==> src/rtl/hamming_tx_serializer_if.sv <==
// Word handshake between the data source and the Hamming(7,4) transmit serializer.
//   in_valid  source presents in_data
//   in_ready  serializer can take a word (combinational, high while idle)
//   in_data   width-bit word; nibble i = in_data[i*4 +: 4]
// Modports: master = word source, slave = serializer.
interface hamming_tx_serializer_if #(
    parameter int unsigned width = 64
);
    logic             in_valid;
    logic             in_ready;
    logic [width-1:0] in_data;

    modport master (output in_valid, output in_data, input in_ready);
    modport slave  (input in_valid, input in_data, output in_ready);
endinterface

==> src/rtl/hamming_tx_serializer.sv <==
// Transmit end of the Hamming(7,4) serial link. Accepts a width-bit word,
// splits it into width/4 nibbles, encodes each as d0,d1,d2,d3,p1,p2,p3 and
// shifts the codewords out one bit per enabled clock (nibble 0 first).
//   clk         rising-edge clock
//   rst         asynchronous reset, active-low
//   enable      clock enable; when low all state and outputs hold
//   bus         word handshake (slave modport: in_valid, in_ready, in_data)
//   serial_out  registered codeword bit
//   frame_out   registered, high while serial_out carries a frame bit
//   done        registered pulse in the cycle after the last frame bit
// Optional feature: define ERR_INJECT_EN to add inject / inject_pos, which
// invert codeword bit inject_pos of block 0 in a frame accepted with inject=1.
module hamming_tx_serializer #(
    parameter int unsigned width = 64
) (
    input  logic                    clk,
    input  logic                    rst,
    input  logic                    enable,
    hamming_tx_serializer_if.slave  bus,
`ifdef ERR_INJECT_EN
    input  logic                    inject,
    input  logic [2:0]              inject_pos,
`endif
    output logic                    serial_out,
    output logic                    frame_out,
    output logic                    done
);

    localparam int unsigned BLOCKS = width / 4;
    localparam int unsigned BLK_W  = (BLOCKS > 1) ? $clog2(BLOCKS) : 1;
    localparam logic [BLK_W-1:0] LAST_BLK = BLK_W'(BLOCKS - 1);

    localparam logic [0:0] IDLE = 1'b0;
    localparam logic [0:0] SEND = 1'b1;

    logic [0:0]       state,   state_nxt;
    logic [width-1:0] data_q,  data_nxt;
    logic [2:0]       bit_cnt, bit_nxt;
    logic [BLK_W-1:0] blk_cnt, blk_nxt;
    logic             serial_nxt, frame_nxt, done_nxt;

    logic             last_bit;
    logic [2:0]       adv_bit;
    logic [BLK_W-1:0] adv_blk;
    logic [3:0]       adv_nib;
    logic             flip_first;
    logic             flip_adv;

    // Codeword bit in transmit order: data bits 0..3, then p1, p2, p3.
    function automatic logic cw_bit(input logic [3:0] nib, input logic [2:0] pos);
        logic b;
        case (pos)
            3'd0:    b = nib[0];
            3'd1:    b = nib[1];
            3'd2:    b = nib[2];
            3'd3:    b = nib[3];
            3'd4:    b = nib[0] ^ nib[2] ^ nib[3];
            3'd5:    b = nib[0] ^ nib[1] ^ nib[3];
            3'd6:    b = nib[0] ^ nib[1] ^ nib[2];
            default: b = 1'b0;
        endcase
        return b;
    endfunction

    assign bus.in_ready = (state == IDLE);

    // Position of the bit that follows the one currently presented.
    assign last_bit = (bit_cnt == 3'd6) && (blk_cnt == LAST_BLK);
    assign adv_bit  = (bit_cnt == 3'd6) ? 3'd0 : bit_cnt + 3'd1;
    assign adv_blk  = (bit_cnt == 3'd6) ? blk_cnt + BLK_W'(1) : blk_cnt;
    assign adv_nib  = data_q[{adv_blk, 2'b00} +: 4];

`ifdef ERR_INJECT_EN
    logic       inj_q,     inj_nxt;
    logic [2:0] inj_pos_q, inj_pos_nxt;

    // inject_pos 7 never matches a bit index, so it injects nothing.
    assign flip_first = inject && (inject_pos == 3'd0);
    assign flip_adv   = inj_q && (adv_blk == '0) && (adv_bit == inj_pos_q);
`else
    assign flip_first = 1'b0;
    assign flip_adv   = 1'b0;
`endif

    // Next-state and output logic.
    always_comb begin
        state_nxt  = state;
        data_nxt   = data_q;
        bit_nxt    = bit_cnt;
        blk_nxt    = blk_cnt;
        serial_nxt = serial_out;
        frame_nxt  = frame_out;
        done_nxt   = 1'b0;
`ifdef ERR_INJECT_EN
        inj_nxt     = inj_q;
        inj_pos_nxt = inj_pos_q;
`endif
        case (state)
            IDLE: begin
                serial_nxt = 1'b0;
                frame_nxt  = 1'b0;
                if (bus.in_valid) begin
                    state_nxt  = SEND;
                    data_nxt   = bus.in_data;
                    bit_nxt    = 3'd0;
                    blk_nxt    = '0;
                    serial_nxt = bus.in_data[0] ^ flip_first;
                    frame_nxt  = 1'b1;
`ifdef ERR_INJECT_EN
                    inj_nxt     = inject;
                    inj_pos_nxt = inject_pos;
`endif
                end
            end
            SEND: begin
                if (last_bit) begin
                    state_nxt  = IDLE;
                    serial_nxt = 1'b0;
                    frame_nxt  = 1'b0;
                    done_nxt   = 1'b1;
                end else begin
                    bit_nxt    = adv_bit;
                    blk_nxt    = adv_blk;
                    serial_nxt = cw_bit(adv_nib, adv_bit) ^ flip_adv;
                end
            end
            default: state_nxt = IDLE;
        endcase
    end

    // State register; everything freezes while enable is low.
    always_ff @(posedge clk or negedge rst) begin
        if (!rst) begin
            state      <= IDLE;
            data_q     <= '0;
            bit_cnt    <= 3'd0;
            blk_cnt    <= '0;
            serial_out <= 1'b0;
            frame_out  <= 1'b0;
            done       <= 1'b0;
`ifdef ERR_INJECT_EN
            inj_q      <= 1'b0;
            inj_pos_q  <= 3'd0;
`endif
        end else if (enable) begin
            state      <= state_nxt;
            data_q     <= data_nxt;
            bit_cnt    <= bit_nxt;
            blk_cnt    <= blk_nxt;
            serial_out <= serial_nxt;
            frame_out  <= frame_nxt;
            done       <= done_nxt;
`ifdef ERR_INJECT_EN
            inj_q      <= inj_nxt;
            inj_pos_q  <= inj_pos_nxt;
`endif
        end
    end

endmodule

==> src/flat_wrapper.sv <==
// flat-port wrapper written by rule: the top's interface ports become plain ports
module hamming_tx_serializer_flat 
#(
    parameter int unsigned width = 64
)
  (clk, rst, enable, serial_out, frame_out, done, bus_in_valid, bus_in_data, bus_in_ready);
  hamming_tx_serializer_if #(.width(width)) bus_i ();
  input  logic clk;
  input  logic rst;
  input  logic enable;
  output logic serial_out;
  output logic frame_out;
  output logic done;
  input wire logic [$bits(bus_i.in_valid)-1:0] bus_in_valid;
  input wire logic [$bits(bus_i.in_data)-1:0] bus_in_data;
  output wire logic [$bits(bus_i.in_ready)-1:0] bus_in_ready;
  assign bus_i.in_valid = bus_in_valid;
  assign bus_i.in_data = bus_in_data;
  assign bus_in_ready = bus_i.in_ready;
  hamming_tx_serializer #(.width(width)) u_core (.clk(clk), .rst(rst), .enable(enable), .bus(bus_i), .serial_out(serial_out), .frame_out(frame_out), .done(done));
endmodule
==> config.mk <==
export PLATFORM = sky130hd
export DESIGN_NAME = hamming_tx_serializer_flat
export DESIGN_NICKNAME = d
export VERILOG_FILES = /design/src/rtl/hamming_tx_serializer_if.sv /design/src/rtl/hamming_tx_serializer.sv /design/src/flat_wrapper.sv
export SDC_FILE = /design/constraint.sdc
export NUM_CORES = 1
export LEC_CHECK = 0
export ABC_AREA = 1
export CELL_PAD_IN_SITES_DETAIL_PLACEMENT = 0
export CELL_PAD_IN_SITES_GLOBAL_PLACEMENT = 2
export CORE_ASPECT_RATIO = 1.25
export CORE_MARGIN = 2
export CORE_UTILIZATION = 26
export CTS_CLUSTER_DIAMETER = 100
export DETAILED_ROUTE_END_ITERATION = 10
export PLACE_DENSITY_LB_ADDON = 0.25
export SLEW_MARGIN = 20
export SYNTH_ARGS = -nofsm -noshare
export SYNTH_HDL_FRONTEND = slang
export SYNTH_SLANG_ARGS = --single-unit
==> constraint.sdc <==
create_clock -name clk -period 2.35 [get_ports clk]
set_clock_uncertainty 0.15 [all_clocks]
set_input_delay 0.235 -clock clk [delete_from_list [all_inputs] [get_ports clk]]
set_output_delay 0.235 -clock clk [all_outputs]
set_load 0.03 [all_outputs]
==> results of run 1 <==
==> repair_timing <==
| item | 4_1_cts | 5_1_grt |
|---|---|---|
| pin swaps | 1 | 23 |
| hold endpoints to repair | 38 | 0 |
| buffers inserted | 3 | 8 |
| gates resized for setup | 4 | 56 |
| cloned | 0 | 5 |
| hold buffers | 1 | 0 |
| endpoints found under the setup margin | 1 | 1 |
==> per-stage QoR <==
step / total power, mW / util / setup TNS [ns] / cells / hold slack [ns]
6_report: 6.66 / 0.394 / 0 / 783 / 0.276
5_1_grt: 7.16 / 0.394 / -0.0977 / 783 / 0.285
2_1_floorplan: 3.44 / - / 0 / 507 / -0.211
3_5_place_dp: 4.33 / 0.336 / -0.154 / 751 / 0.112
3_3_place_gp: 4.34 / 0.336 / -0.169 / 751 / 0.105
4_1_cts: 6.00 / 0.363 / 0 / 770 / 0.270
==> kinds of logic after synthesis <==
logic type | synth area share
AO/OA/AOI/OAI | 0.0477
XOR/XNOR | 0.00233
adder cells (fa/ha/maj) | 0.00333
buffers and inverters | 0.0686
flip-flops | 0.500
AND/OR/NAND/NOR | 0.378
==> sequential cells by signal, summed over array words and instances, names as in the netlist <==
register and count:
u_core.bit_cnt 3, u_core.blk_cnt 4, u_core.data_q 64, u_core.done 1, u_core.frame_out 1, u_core.serial_out 1, u_core.state 1
==> synthesized netlist by cell type <==
| cell type | count | area share |
|---|---|---|
| nand2_1 | 219 | 0.22 |
| nand3_1 | 100 | 0.13 |
| dfrtp_1 | 75 | 0.50 |
| inv_1 | 33 | 0.033 |
| o21ai_0 | 24 | 0.032 |
| clkbuf_1 | 12 | 0.012 |
| nor2_1 | 9 | 0.0090 |
| buf_2 | 5 | 0.0067 |
| inv_2 | 4 | 0.0040 |
| o22ai_1 | 4 | 0.0067 |
| buf_1 | 3 | 0.0030 |
| buf_4 | 3 | 0.0060 |
| nand2_2 | 3 | 0.0050 |
| o21ai_2 | 2 | 0.0047 |
| buf_6 | 1 | 0.0030 |
| clkinv_1 | 1 | 0.0010 |
| ha_1 | 1 | 0.0033 |
| nand3_2 | 1 | 0.0027 |
| nand4_1 | 1 | 0.0017 |
| nand4_2 | 1 | 0.0033 |
| nor2_4 | 1 | 0.0030 |
| nor3_1 | 1 | 0.0013 |
| o31ai_1 | 1 | 0.0020 |
| o32ai_1 | 1 | 0.0023 |
| xor2_1 | 1 | 0.0023 |
==> path summary, 6_finish.rpt <==
path / from / to / cells past startpoint
setup reg to reg: u_core.bit_cnt[2] / u_core.serial_out / 15
setup / recovery: u_core.bit_cnt[2] / u_core.serial_out / 15
min in group clk: bus_in_data[6] / u_core.data_q[6] / 3
hold reg to reg: u_core.data_q[53] / u_core.data_q[53] / 2
max in group asynchronous: rst / u_core.bit_cnt[2] / 3
hold / removal: rst / u_core.data_q[49] / 2
==> power by group <==
group          leakage [nW]  internal [mW]  switching, mW  total, mW
logic                  1.61           1.36           1.73       3.09
clock network         0.168           1.09          0.536       1.63
registers             0.937           1.70          0.246       1.94
==> metal layers <==
metal	GRT usage	vias to the layer above	wire length [um]
met1	0.183	1716	5220
li1	-	1807	-
met3	0.0302	10	347
met5	0	-	0
met4	0.0481	0	173
met2	0.264	61	6160
==> area by class of cell <==
cell class	count	area (sq um)	share of cell area
Tap cell	178	223	0.0396
Timing Repair Buffer	107	1150	0.205
Multi-Input combinational cell	370	1870	0.333
Clock buffer	11	253	0.0450
Sequential cell	75	1880	0.334
Clock inverter	4	97.6	0.0174
Inverter	38	143	0.0254
==> placed cells by master, fill, tap and decap left out, types with 3 or more instances in the layout <==
cell	n
inv_2	8
nand2_2	9
o22ai_1	4
clkdlybuf4s50_1	70
nand3_2	28
inv_1	30
clkbuf_16	13
nand2_1	209
dfrtp_1	73
buf_4	19
buf_6	7
nand3_1	72
o21ai_0	24
buf_12	6
bufinv_16	3
nor2_1	9
==> reports/summary.txt, run 1 <==
DRT antenna net count = 0
crit path kind = register to register
worst min path class = input pin to async pin
vias per std cell = 4.59
final wirelength = 11900 um
Slew Viols, Final = 0
Max transition margin = 0.637
syn nets = 576
R2R setup slack = 0.06 ns
slowest stage delay, CP = 0.41 ns
maximum VDD drop = 0.404 mV
Num CTS Buffers = 9
RSZ-0062 raised after global routing = true
WP buf/inv = 3
vias in the first global route = 3738
post-route clock period utilization = 0.973
sequential area share after synthesis = 0.500
Placer Congestion = 0.757
Final Hold Fails = 0
post-route cell area = 5620 sq um
fill cell count = 1511
Syn Inst Count = 507
critical path, cell by cell = buf_4, nand3_4, o21ai_4, clkbuf_16, nand3_1, nand3_1, nand3_1, nand3_1, nand2_1, inv_1, nand2_1, nand3_1, nand3_1, nand2_1, nand2_1
vias = 3594
Max Cap Violations = 0
CP arrival = 2.36 ns
average size of a mapped cell = 7.41 sq um
first-pass GRT wire length = 18600 um
Mapped Area = 3750 sq um
clock latency on the worst-skew pair = 0.33 ns
largest net degree at the start of global routing = 53
most frequent CP cell = nand3_1
Pwr Density = 1190 nW/um^2
Buffers on Ports = 71
nets = 670
Yosys Warn Count = 0
Cell Rows = 49
die height = 138 um
core area = 14300 sq um
initial antenna violation count = 0
clk slew on worst S/H paths = 0.06 ns
Die X = 111 um
Ant. Diodes = 0
crit-path leading delay family = simple AND/OR/NAND/NOR gates
gr ovfl total = 0
layout cells sized above 1 = 0.180
Final setup viols = 0
Max clock buf depth = 2
die area = 15400 sq um
TritonCTS Sinks = 75
H-tree depth = 3
DR iter-0 viols = 168
starting density of the core = 0.263
Fmax achieved = 438 MHz
post-layout worst setup margin = 0.0643 ns
All-Layer GR Usage = 0.150
DP Wirelength = 7770 um
Netlist cell types = 25
Tmin final = 2.29 ns
worst path required time = 2.42 ns
CP startpoint kind = register
pre-CTS setup slack = -0.154 ns
Clock Tree Root = clkbuf_16
leak pwr = 2.71 nW
Worst-Margin Slew = 0.544 ns
Area growth, synth to finish = 49.7%
CTS tree = built
Yosys reg bits = 75
outcome = complete, no violations
DRC viols = 0
I/O Pins = 72
First-pass DRT Iterations = 4
CP max stage cell = dfrtp_2
Crit. End Element = register
Max FO, Critical Path = 7
Routed wire per std cell = 15.2 um
placed instance area = 4790 sq um
No activity file was read; power rests on OpenSTA's default activity.
==> run 2, diff against run 1 <==
--- a/config.mk
+++ b/config.mk
@@ -11,6 +11,7 @@
 export CORE_ASPECT_RATIO = 1.25
 export CORE_MARGIN = 2
 export CORE_UTILIZATION = 26
+export CTS_BUF_LIST = sky130_fd_sc_hd__clkbuf_16
 export CTS_CLUSTER_DIAMETER = 100
 export DETAILED_ROUTE_END_ITERATION = 10
 export PLACE_DENSITY_LB_ADDON = 0.25
==> reports/summary.txt, run 2 (same netlist as run 1, synthesis figures left out) <==
CP startpoint = u_core.bit_cnt[1]
initial antenna violation count = 0 (unchanged)
gr ovfl total = 0 (unchanged)
Final Hold Fails = 0 (unchanged)
Num CTS Buffers = 9 (unchanged)
nets = 670 (unchanged)
All-Layer GR Usage = 0.149 (-0.000198)
final hold slack = 0.268 ns (-0.00739 ns)
core area = 14300 sq um (unchanged)
CP arrival = 2.36 ns (about the same)
starting density of the core = 0.263 (unchanged)
commonest non-fill, non-tap cell in the layout = nand2_1
I/O Pins = 72 (unchanged)
maximum VDD drop = 0.422 mV (+4.5%)
die area = 15400 sq um (unchanged)
Pwr Density = 1190 nW/um^2 (+0.23%)
largest net degree at the start of global routing = 53 (unchanged)
Top reg by flops = u_core.data_q
CTS tree = built
vias in the first global route = 3726 (-0.32%)
vias per std cell = 4.63 (+0.81%)
first-pass GRT wire length = 18500 um (-0.26%)
Tmin final = 2.28 ns (-0.00297 ns)
final wirelength = 12000 um (+0.43%)
setup_tns = 0 ns (unchanged)
Crit. End Element = register
DRT antenna net count = 0 (unchanged)
Final setup viols = 0 (unchanged)
Slew Viols, Final = 0 (unchanged)
Largest register FFs = 64 (unchanged)
worst path required time = 2.43 ns (about the same)
DP Wirelength = 7770 um (unchanged)
Worst-Margin Slew = 0.537 ns (-0.00757 ns)
leak pwr = 2.72 nW (+0.17%)
Fmax achieved = 438 MHz (+0.13%)
TritonCTS Sinks = 75 (unchanged)
Max clock buf depth = 2 (unchanged)
Clock Tree Root = clkbuf_16
fill cell count = 1500 (-0.73%)
Placer Congestion = 0.757 (unchanged)
crit path kind = register to register
CP startpoint kind = register
First-pass DRT Iterations = 4 (unchanged)
RSZ-0062 raised after global routing = true
Area growth, synth to finish = 51.5%
H-tree depth = 3 (unchanged)
clock latency on the worst-skew pair = 0.34 ns (about the same)
worst min path class = input pin to async pin
clk slew on worst S/H paths = 0.06 ns (about the same)
Buffers on Ports = 71 (unchanged)
post-route clock period utilization = 0.971 (-0.00126)
Max transition margin = 0.642 (+0.00505)
post-layout worst setup margin = 0.0673 ns (+0.00297 ns)
pre-CTS setup slack = -0.154 ns (unchanged)
Max FO, Critical Path = 8 (+1)
Max Cap Violations = 0 (unchanged)
DRC viols = 0 (unchanged)
most frequent cells in the layout = nand2_1, dfrtp_1, clkdlybuf4s50_1
FF-to-FF Start = u_core.bit_cnt[1]
Cell Rows = 49 (unchanged)
R2R setup slack = 0.07 ns (about the same)
Ant. Diodes = 0 (unchanged)
Routed wire per std cell = 15.3 um (+0.43%)
outcome = complete, no violations
largest registers = u_core.data_q x64, u_core.blk_cnt x4, u_core.bit_cnt x3
DR iter-0 viols = 161 (-4.2%)
layout cells sized above 1 = 0.198 (+0.0182)
Die X = 111 um (unchanged)
vias = 3623 (+0.81%)
die height = 138 um (unchanged)
## run 2: layout make-up
cell class / count / area (sq um) / area share
Sequential cell: 75 / 1880 / 0.330
Clock buffer: 9 / 225 / 0.0396
Timing Repair Buffer: 107 / 1160 / 0.205
Multi-Input combinational cell: 370 / 1950 / 0.342
Inverter: 38 / 145 / 0.0255
Tap cell: 178 / 223 / 0.0391
Clock inverter: 6 / 105 / 0.0185
## run 2: critical path: stages, from the launching register on
cell	delay, ns
dfrtp_2	0.44
nand2_4	0.08
nor2_4	0.15
buf_6	0.13
nand2_2	0.06
o21ai_4	0.10
clkbuf_16	0.22
nand3_2	0.08
nand3_2	0.08
nand3_2	0.09
nand2_4	0.11
inv_4	0.04
nand2_2	0.05
nand2_1	0.05
nand2_1	0.06
nand2_1	0.05
nand2_1	0.05
nand3_1	0.08
nand2_1	0.06
nand2_1	0.05
## run 2: per-stage QoR
stage | std cells | total power [mW] | instance area, sq um | util
4_1_cts | 770 | 5.94 | 5170 | 0.362
3_3_place_gp | 751 | 4.34 | 4790 | 0.336
2_1_floorplan | 507 | 3.44 | 3750 | -
6_report | 783 | 6.76 | 5690 | 0.398
3_5_place_dp | 751 | 4.33 | 4790 | 0.336
5_1_grt | 783 | 7.24 | 5690 | 0.398
## run 2: metal layers
metal,global-route usage,vias to the layer above,routed length (um),part of all wire
li1,-,1813,-,-
met1,0.183,1722,5250,0.44
met2,0.263,73,6050,0.51
met3,0.0302,15,356,0.030
met4,0.0481,0,299,0.025
met5,0,-,0,0
## run 2: final timing paths
kind | to | depth (start not counted)
worst max register to register | u_core.serial_out | 19
worst min-delay path | u_core.data_q[49] | 2
worst max-delay path | u_core.serial_out | 19
max in group asynchronous | u_core.bit_cnt[2] | 3
worst min register to register | u_core.data_q[58] | 2
min in group clk | u_core.data_q[47] | 3
## run 2: what timing repair did
action / 4_1_cts / 5_1_grt
endpoints found under the hold margin: 38 / 0
hold buffers: 1 / 0
pin swaps: 1 / 30
resized for setup: 4 / 73
buffers inserted: 3 / 8
cloned: 0 / 5
endpoints found under the setup margin: 1 / 1
## run 2: power breakdown
part	internal, mW	total, mW	leakage (nW)	switching, mW
Combinational	1.43	3.23	1.63	1.80
Clock	1.02	1.57	0.157	0.543
Sequential	1.70	1.96	0.937	0.260
Total	4.15	6.76	2.72	2.60
